## config.mk

```make
export PLATFORM = sky130hd
export DESIGN_NAME = regfile_wb_arbiter
export DESIGN_NICKNAME = d
export VERILOG_FILES = /design/src/rtl/regfile_pkg.sv /design/src/rtl/wb_fifo.sv /design/src/rtl/regfile_wb_arbiter.sv
export SDC_FILE = /design/constraint.sdc
export NUM_CORES = 1
export LEC_CHECK = 0
export CAP_MARGIN = 20
export CELL_PAD_IN_SITES_DETAIL_PLACEMENT = 1
export CELL_PAD_IN_SITES_GLOBAL_PLACEMENT = 1
export CORE_UTILIZATION = 41
export CTS_CLUSTER_DIAMETER = 120
export DETAILED_ROUTE_END_ITERATION = 8
export GPL_TIMING_DRIVEN = 0
export HOLD_SLACK_MARGIN = 0.08
export PLACE_DENSITY = 0.84
export SYNTH_ARGS = -nofsm -noshare
export SYNTH_HDL_FRONTEND = slang
export SYNTH_SLANG_ARGS = --single-unit
```

## constraint.sdc

```tcl
create_clock -name clk -period 2.15 [get_ports clk]
set_clock_uncertainty 0.05 [all_clocks]
set_input_delay 0.5375 -clock clk [delete_from_list [all_inputs] [get_ports clk]]
set_output_delay 0.5375 -clock clk [all_outputs]
set_load 0.05 [all_outputs]
```

## src/rtl/regfile_pkg.sv

```systemverilog
// Shared register-file writeback types for the arbiter and its result FIFO.
// Latency: n/a (types and constants only).
// Backpressure: n/a.
package regfile_pkg;

  localparam int DATA_WIDTH = 32;
  localparam int ADDR_WIDTH = 5;

  // One pending regfile write: destination index plus result value.
  typedef struct packed {
    logic [ADDR_WIDTH-1:0] rd;
    logic [DATA_WIDTH-1:0] data;
  } wb_entry_t;

endpackage

```

## src/rtl/wb_fifo.sv

```systemverilog
// Synchronous FIFO of wb_entry_t with per-entry destination match for the pending scoreboard.
// Latency: pushed entry visible at head the cycle after push; no write-through bypass.
// Backpressure: full/empty flags; push while full and pop while empty are ignored.
// Ports: clk/rst, push/push_entry, pop/head, full/empty, query_a/query_b -> hit_a/hit_b per slot.
module wb_fifo
  import regfile_pkg::*;
#(
  parameter int DEPTH = 4
) (
  input  logic                  clk,
  input  logic                  rst,
  input  logic                  push,
  input  wb_entry_t             push_entry,
  input  logic                  pop,
  output wb_entry_t             head,
  output logic                  full,
  output logic                  empty,
  input  logic [ADDR_WIDTH-1:0] query_a,
  input  logic [ADDR_WIDTH-1:0] query_b,
  output logic [DEPTH-1:0]      hit_a,
  output logic [DEPTH-1:0]      hit_b
);

  localparam int PW = $clog2(DEPTH);
  localparam int CW = PW + 1;

  wb_entry_t        mem [DEPTH];
  logic [DEPTH-1:0] slot_vld;
  logic [PW-1:0]    wr_ptr;
  logic [PW-1:0]    rd_ptr;
  logic [CW-1:0]    count;
  logic             do_push;
  logic             do_pop;

  assign full    = (count == CW'(DEPTH));
  assign empty   = (count == '0);
  assign do_push = push && !full;
  assign do_pop  = pop && !empty;
  assign head    = mem[rd_ptr];

  // Pointers wrap naturally because DEPTH is a power of two.
  always_ff @(posedge clk or posedge rst) begin
    if (rst) begin
      wr_ptr   <= '0;
      rd_ptr   <= '0;
      count    <= '0;
      slot_vld <= '0;
    end else begin
      if (do_push) begin
        wr_ptr           <= wr_ptr + 1'b1;
        slot_vld[wr_ptr] <= 1'b1;
      end
      if (do_pop) begin
        rd_ptr           <= rd_ptr + 1'b1;
        slot_vld[rd_ptr] <= 1'b0;
      end
      case ({do_push, do_pop})
        2'b10:   count <= count + 1'b1;
        2'b01:   count <= count - 1'b1;
        default: count <= count;
      endcase
    end
  end

  // Storage needs no reset: slot_vld gates every use of stale contents.
  always_ff @(posedge clk) begin
    if (do_push) begin
      mem[wr_ptr] <= push_entry;
    end
  end

  always_comb begin
    hit_a = '0;
    hit_b = '0;
    for (int i = 0; i < DEPTH; i++) begin
      hit_a[i] = slot_vld[i] && (mem[i].rd == query_a);
      hit_b[i] = slot_vld[i] && (mem[i].rd == query_b);
    end
  end

endmodule

```

## src/rtl/regfile_wb_arbiter.sv

```systemverilog
// Merges the ALU result stream and the buffered memory/MULDIV stream into one regfile write port.
// Latency: 1 cycle, winner registered into wb_* on posedge; queued memory results wait >=1 cycle.
// Backpressure: ALU has none (alu_stall is a one-cycle hold request); memory uses valid/ready.
// Ports: clk, rst (async, active-high); alu_valid/rd/data, alu_stall; mem_valid/ready/rd/data;
//        wb_we/rd/data; query_rs/rt -> rs/rt_pending. Optional macro WB_STATS_EN adds
//        stat_stall_cnt and stat_full_cnt saturating counters.
module regfile_wb_arbiter #(
  parameter int DATA_WIDTH   = regfile_pkg::DATA_WIDTH,
  parameter int ADDR_WIDTH   = regfile_pkg::ADDR_WIDTH,
  parameter int FIFO_DEPTH   = 4,
  parameter int STARVE_LIMIT = 8
) (
  input  logic                  clk,
  input  logic                  rst,
  input  logic                  alu_valid,
  input  logic [ADDR_WIDTH-1:0] alu_rd,
  input  logic [DATA_WIDTH-1:0] alu_data,
  output logic                  alu_stall,
  input  logic                  mem_valid,
  output logic                  mem_ready,
  input  logic [ADDR_WIDTH-1:0] mem_rd,
  input  logic [DATA_WIDTH-1:0] mem_data,
  output logic                  wb_we,
  output logic [ADDR_WIDTH-1:0] wb_rd,
  output logic [DATA_WIDTH-1:0] wb_data,
  input  logic [ADDR_WIDTH-1:0] query_rs,
  input  logic [ADDR_WIDTH-1:0] query_rt,
  output logic                  rs_pending,
  output logic                  rt_pending
`ifdef WB_STATS_EN
  ,
  output logic [15:0]           stat_stall_cnt,
  output logic [15:0]           stat_full_cnt
`endif
);

  import regfile_pkg::*;

  localparam int SW = $clog2(STARVE_LIMIT) + 1;

  wb_entry_t             push_entry;
  wb_entry_t             head;
  logic                  fifo_full;
  logic                  fifo_empty;
  logic                  fifo_push;
  logic                  fifo_pop;
  logic                  mem_xfer;
  logic                  alu_win;
  logic                  starve_hit;
  logic [SW-1:0]         starve_cnt;
  logic [FIFO_DEPTH-1:0] hit_rs;
  logic [FIFO_DEPTH-1:0] hit_rt;

  // No bypass: readiness depends only on occupancy, never on a same-cycle pop.
  assign mem_ready  = !rst && !fifo_full;
  assign mem_xfer   = mem_valid && mem_ready;
  // rd==0 results complete the handshake but are never queued.
  assign fifo_push  = mem_xfer && (mem_rd != '0);
  assign push_entry = '{rd: mem_rd, data: mem_data};

  wb_fifo #(
    .DEPTH (FIFO_DEPTH)
  ) u_fifo (
    .clk        (clk),
    .rst        (rst),
    .push       (fifo_push),
    .push_entry (push_entry),
    .pop        (fifo_pop),
    .head       (head),
    .full       (fifo_full),
    .empty      (fifo_empty),
    .query_a    (query_rs),
    .query_b    (query_rt),
    .hit_a      (hit_rs),
    .hit_b      (hit_rt)
  );

  // A stall cycle belongs to the FIFO head; any ALU result offered then is dropped.
  // An ALU result with rd==0 still occupies the port for that cycle.
  always_comb begin
    alu_win  = 1'b0;
    fifo_pop = 1'b0;
    if (alu_stall) begin
      fifo_pop = !fifo_empty;
    end else if (alu_valid) begin
      alu_win = 1'b1;
    end else begin
      fifo_pop = !fifo_empty;
    end
  end

  assign starve_hit = alu_win && !fifo_empty && (starve_cnt == SW'(STARVE_LIMIT - 1));

  always_ff @(posedge clk or posedge rst) begin
    if (rst) begin
      wb_we      <= 1'b0;
      wb_rd      <= '0;
      wb_data    <= '0;
      alu_stall  <= 1'b0;
      starve_cnt <= '0;
    end else begin
      wb_we     <= alu_win ? (alu_rd != '0) : fifo_pop;
      alu_stall <= starve_hit;
      if (alu_win && (alu_rd != '0)) begin
        wb_rd   <= alu_rd;
        wb_data <= alu_data;
      end else if (fifo_pop) begin
        wb_rd   <= head.rd;
        wb_data <= head.data;
      end
      if (fifo_pop) begin
        starve_cnt <= '0;
      end else if (alu_win && !fifo_empty) begin
        starve_cnt <= starve_cnt + 1'b1;
      end
    end
  end

  // A register is pending while queued or while sitting in the write stage.
  assign rs_pending = (query_rs != '0) && ((|hit_rs) || (wb_we && (wb_rd == query_rs)));
  assign rt_pending = (query_rt != '0) && ((|hit_rt) || (wb_we && (wb_rd == query_rt)));

`ifdef WB_STATS_EN
  always_ff @(posedge clk or posedge rst) begin
    if (rst) begin
      stat_stall_cnt <= '0;
      stat_full_cnt  <= '0;
    end else begin
      if (alu_stall && (stat_stall_cnt != 16'hFFFF)) begin
        stat_stall_cnt <= stat_stall_cnt + 16'd1;
      end
      if (mem_valid && !mem_ready && (stat_full_cnt != 16'hFFFF)) begin
        stat_full_cnt <= stat_full_cnt + 16'd1;
      end
    end
  end
`endif

endmodule

```

# Word level (Yosys, flattened, before mapping)
# Memory sizes are Yosys's and may differ from the RTL's.
# Cells that the tools add are included.
# op_classes
eq_ne	14
n_mul	0
n_div	0
n_shift	0
mux	20
order_cmp	4
bitwise	3
reduce_logical	37
add_sub_neg	5
# ops
op	count
32-bit two-way mux	2
5-bit == test	10
1-bit logical AND	22
5-bit nonzero test	4
4-bit two-way mux	4
5-bit two-way mux	2
1-bit two-way mux	9
4-bit OR reduction	2
2-bit by 3-bit < comparator with 1-bit output, second input constant	2
3-bit case mux with 2 select lines	1
2-bit nonzero test	3
2-bit by 1-bit adder with 2-bit output, second input constant	2
4-bit by 1-bit adder with 4-bit output, second input constant	1
4-bit bitwise AND	1
1-bit demux with 2-bit select	2
4-bit by 3-bit == test with 1-bit output, second input constant	1
2-bit by 1-bit greater-or-equal comparator with 1-bit output, second input constant	2
4-bit inverter	1
4-bit bitwise OR	1
3-bit by 1-bit adder with 3-bit output, second input constant	1
3-bit == test, second input constant	1
1-bit zero test	3
3-bit zero test	1
3-bit by 1-bit subtractor with 3-bit output, second input constant	1
other kinds (3)	4
# totals
out_inout_bits	42
mem_count	1
in_bits	88
wordCells	93
rom_bits	0
latch_bits	0
ram_bits	148
reg_bits	54
# memory_table
memory	words	word_bits	rd	rd_ports_with_merged_regs	wr	line	source
u_fifo.mem	4	37	5	0	1	wb_fifo.sv:27	wb_entry_t mem [DEPTH];

# Longest topological paths before layout
# depth
depth_word	9
ltp_mapped	10
mapped_depth_nobuf	10

# Cells and area by module
# From an unflattened synthesis, not the netlist that was laid out.
# unflattened
hier_cells	490
hier_area_um2	8614.5
# by_module_without_submodules
module	area_per_inst_um2	n_inst	cells_per_inst	seq_area_each_um2
wb_fifo	6437.4	1	305	4719.5
regfile_wb_arbiter	2177.1	1	185	1076.0

# Least setup slack after synthesis
# No wires, ideal clock.
# synth_path
kind	input-to-reg
from	input rst
to	register u_fifo.count[2]
arrival_ps	2633
slack_ps	-658
setup_ps	125
path_buffers	0
t_required_ps	1975
stages	9
cell_sequence	a31oi_1 -> o311a_4 -> inv_1 -> ha_1 -> inv_1 -> fa_1 -> xor2_1 -> nor2_1 -> xor2_1
# synth_via
elab_chain_cells	7
elab_cells_between_ends	9
cone_classes	eq/ne: 2; mux: 1; reduce/logical: 6
# synth_rtl
item	line	source
start: declaration	regfile_wb_arbiter.sv:14	input logic rst,
1-bit zero test (no source line) *	--	
1-bit logical AND *	regfile_wb_arbiter.sv:55	assign mem_ready = !rst && !fifo_full;
1-bit logical AND *	regfile_wb_arbiter.sv:56	assign mem_xfer = mem_valid && mem_ready;
1-bit logical AND *	regfile_wb_arbiter.sv:58	assign fifo_push = mem_xfer && (mem_rd != '0);
1-bit logical AND *	wb_fifo.sv:37	assign do_push = push && !full;
2-bit by 1-bit == test with 1-bit output or 2-bit == test (tied branches)	wb_fifo.sv:57	case ({do_push, do_pop})
3-bit case mux with 2 select lines or 2-bit nonzero test (tied branches)	--	
end signal: assignment	wb_fifo.sv:58	2'b10: count <= count + 1'b1;
end signal: assignment	wb_fifo.sv:59	2'b01: count <= count - 1'b1;
end signal: assignment	wb_fifo.sv:60	default: count <= count;
end: declaration	wb_fifo.sv:31	logic [CW-1:0] count;
# Every way passes the cells marked *; elsewhere a longest branch is shown, timed or not.
# A chain may end at the register's enable or synchronous reset.

==> reports/qor.yml <==
cp.required_ps: 1560
max_stage_delay_ps: 440
yosys.area.top_type: "edfxtp_1"
fp.dieW_um: 147.2
utilization: 0.5458
worstPathMaxFanout: 3
reg2reg_setup_slack_ps: 0
grt_pass1_wl_um: 34240
final_area_um2: 11150
start_kind: "flop"
synth_top_area_share: 0.5144
p_leak_nw: 4.174
htree_levels: 1
die_area_um2: 21660
totalWireLength_um: 22550
slew_headroom: 0.5210
failed_checks: "negative setup slack"
synth_seq_area_share: 0.6708
ys_seq_elements: 202
ys_top_cells_by_area: "edfxtp_1 (51%), dfrtp_1 (16%), mux4_2 (9.6%)"
drc_errors: 0
cts_tree: "yes"
fill_cells: 1944
place_area_um2: 10240
synth_cell_type_count: 41
status: "complete, but fails checks"
vias: 5180
worstMarginPinSlew_ps: 718.5
drt-pass1-iter-count: 4
avgSynthCellArea_um2: 16.36
gr-total-overflow: 0
dieHeight_um: 147.2
post-dp-hpwl_um: 15070
track_usage: 0.2092
setup_violations: 10
diodes: 0
crit_chain: "xor2_1, nor4_1, nand3_1, nand2_1, o22a_4, buf_8"
grt_pass1_vias: 5800
whs_path_depth: 1
post-route-period-util: 1.242
cts_hold_repair.buffers: 0
numPortBuffers: 119
cts.sinks: 202
grt_setup_unrepaired: "yes"
area_growth_pct: 29.05
rows: 52
synth_edf_count: 148
postSynthCellCount: 528
min-delay-path-class: "in -> reg"
initial_core_util: 0.4229
grt_start_max_net_pins: 39
setup_slack_ps: -519.8
drt_iter0_drc: 287
maxCapViolations: 0
fin_nets: 783
wl_per_cell_um: 23.25
ant_nets: 0
cts-root-buf: "clkbuf_16"
yosys_warnings: 0
rr_endpoint: "u_fifo.mem[3][7]$_DFFE_PP_"
antenna_found_initial: 0
power.density_nw_per_um2: 1293
cts_buffer_depth: 3
drive_above_1_share: 0.2171
min_period_ps: 2670
ir_drop_mv: 0.6626
final_hold_viol_count: 0
syn-num-nets: 627
report.final.slew_viol_count: 0
clkTransAtPathRegs_ps: 60
r2r-start: "u_fifo.count[1]$_DFFE_PP0P_"
crit_path_end_kind: "output port"
core_area_um2: 20430
cpMaxStageDelayCell: "edfxtp_1"
io_pins: 130
gp_congestion: 0.8514
vias_per_cell: 5.340
ys.flop_type: "edfxtp_1"
min_to: "u_fifo.mem[2][34]$_DFFE_PP_"
worst-r2r-cell-count: 5
syn_area_um2: 8640
fmax_mhz: 374.6
worstSetupPathType: "reg -> out"
worstHoldStart: "mem_rd[2]"
synth_most_common_cell: "edfxtp_1"
insertion_delay_ps: 510
critical_path_arrival_ps: 2080
synth-async-reset-ratio: 0.2673
cts_buffers: 22
netlist_top_cells_count: "edfxtp_1 (148), dfrtp_1 (54), xor2_1 (42), mux4_2 (37), nor2_1 (37)"
[registers in the layout, summed over array words and instances, names as in the netlist]
register / flops
wb_data: 32
u_fifo.slot_vld: 4
u_fifo.mem: 148
wb_rd: 5
u_fifo.wr_ptr: 2
wb_we: 1
starve_cnt: 4
alu_stall: 1
u_fifo.count: 3
u_fifo.rd_ptr: 2
[how the worst max path moves through the flow]
stage	slack, ps	from	depth (start not counted)	endpoint
after floorplan	-220	mem_rd[3]	9	u_fifo.count[2]$_DFFE_PP0P_
after CTS	-490	u_fifo.mem[2][32]$_DFFE_PP_	6	rt_pending
final	-520	u_fifo.mem[1][35]$_DFFE_PP_	6	rt_pending
after global routing	-580	u_fifo.mem[2][35]$_DFFE_PP_	6	rt_pending
after global placement	-1110	query_rs[2]	7	rs_pending
after detailed placement	-1070	query_rs[2]	7	rs_pending
[worst max-delay path: cells and delay by family, from the launching register on]
| family | cells | cell delay [ps] |
|---|---|---|
| AOI/OAI and AO/OA | 1 | 160 |
| DFF | 1 | 440 |
| and+or+nand+nor | 3 | 640 |
| buffers and inverters | 1 | 140 |
| xor gates and xnor gates | 1 | 190 |
[layout make-up]
class,instances,area [µm²],area share
Timing Repair Buffer,130,1246,0.1118
Sequential cell,202,5798,0.5200
Clock buffer,26,585.6,0.05252
Tap cell,270,337.8,0.03030
Inverter,11,46.29,0.004152
Buffer,29,209.0,0.01874
Multi-Input combinational cell,288,2738,0.2455
Clock inverter,14,188.9,0.01695
[timing repair]
item	CTS	global route
setup buffers	5	5
hold endpoints to repair	0	0
setup endpoints to repair	186	46
pin swaps	8	10
resized for setup	83	18
cloned	0	2
[cell usage in the layout (no fill, tap or decap), types with 3 or more instances in the layout]
cell,count
a21oi_1,34
a2bb2oi_1,4
and2_4,6
buf_12,3
buf_2,11
buf_4,10
buf_6,6
buf_8,4
bufinv_16,4
clkbuf_1,4
clkbuf_16,22
clkbuf_2,8
clkdlybuf4s50_1,71
clkinv_2,5
dfrtp_1,52
dlygate4sd2_1,41
edfxtp_1,148
ha_1,9
inv_1,6
inv_2,3
mux2i_1,34
mux4_2,37
nand2_1,14
nand3_1,14
nor2_1,37
nor4_1,4
nor4_2,6
o21ai_0,6
xnor2_1,13
xor2_1,42
[power by group]
part	switching (mW)	leakage, nW	internal (mW)
Sequential	0.482	1.98	4.96
Clock	1.54	0.377	2.44
Combinational	3.10	1.82	1.88
[logic make-up after synthesis]
family | share of synthesized area
AND/OR/NAND/NOR | 0.05402
XOR/XNOR | 0.05576
AO/OA/AOI/OAI | 0.03925
flip-flops | 0.6708
buffers and inverters | 0.02752
adder cells (fa/ha/maj) | 0.01680
multiplexers | 0.1358
[layer usage]
metal / GRT usage / routed length (µm)
met4: 0.04845 / 452
met5: 0 / 0
met1: 0.2671 / 9300
met3: 0.02950 / 945
met2: 0.3762 / 11850
[through the flow]
| step | worst slack (ps) | cells | power (mW) | TNS (ps) | hold WS, ps |
|---|---|---|---|---|---|
| final | -519.8 | 970 | 14.42 | -1021 | 174.1 |
| after global routing | -583.3 | 970 | 14.98 | -3584 | 161.9 |
| after CTS | -489.4 | 963 | 14.46 | -975.2 | 305.7 |
| after detailed placement | -1069 | 918 | 10.59 | -95930 | 449.3 |
| after global placement | -1114 | 917 | 10.33 | -144220 | 415.8 |
| after floorplan | -220.8 | 528 | 8.828 | -332.9 | 402.0 |
No activity file was read; power rests on OpenSTA's default activity.
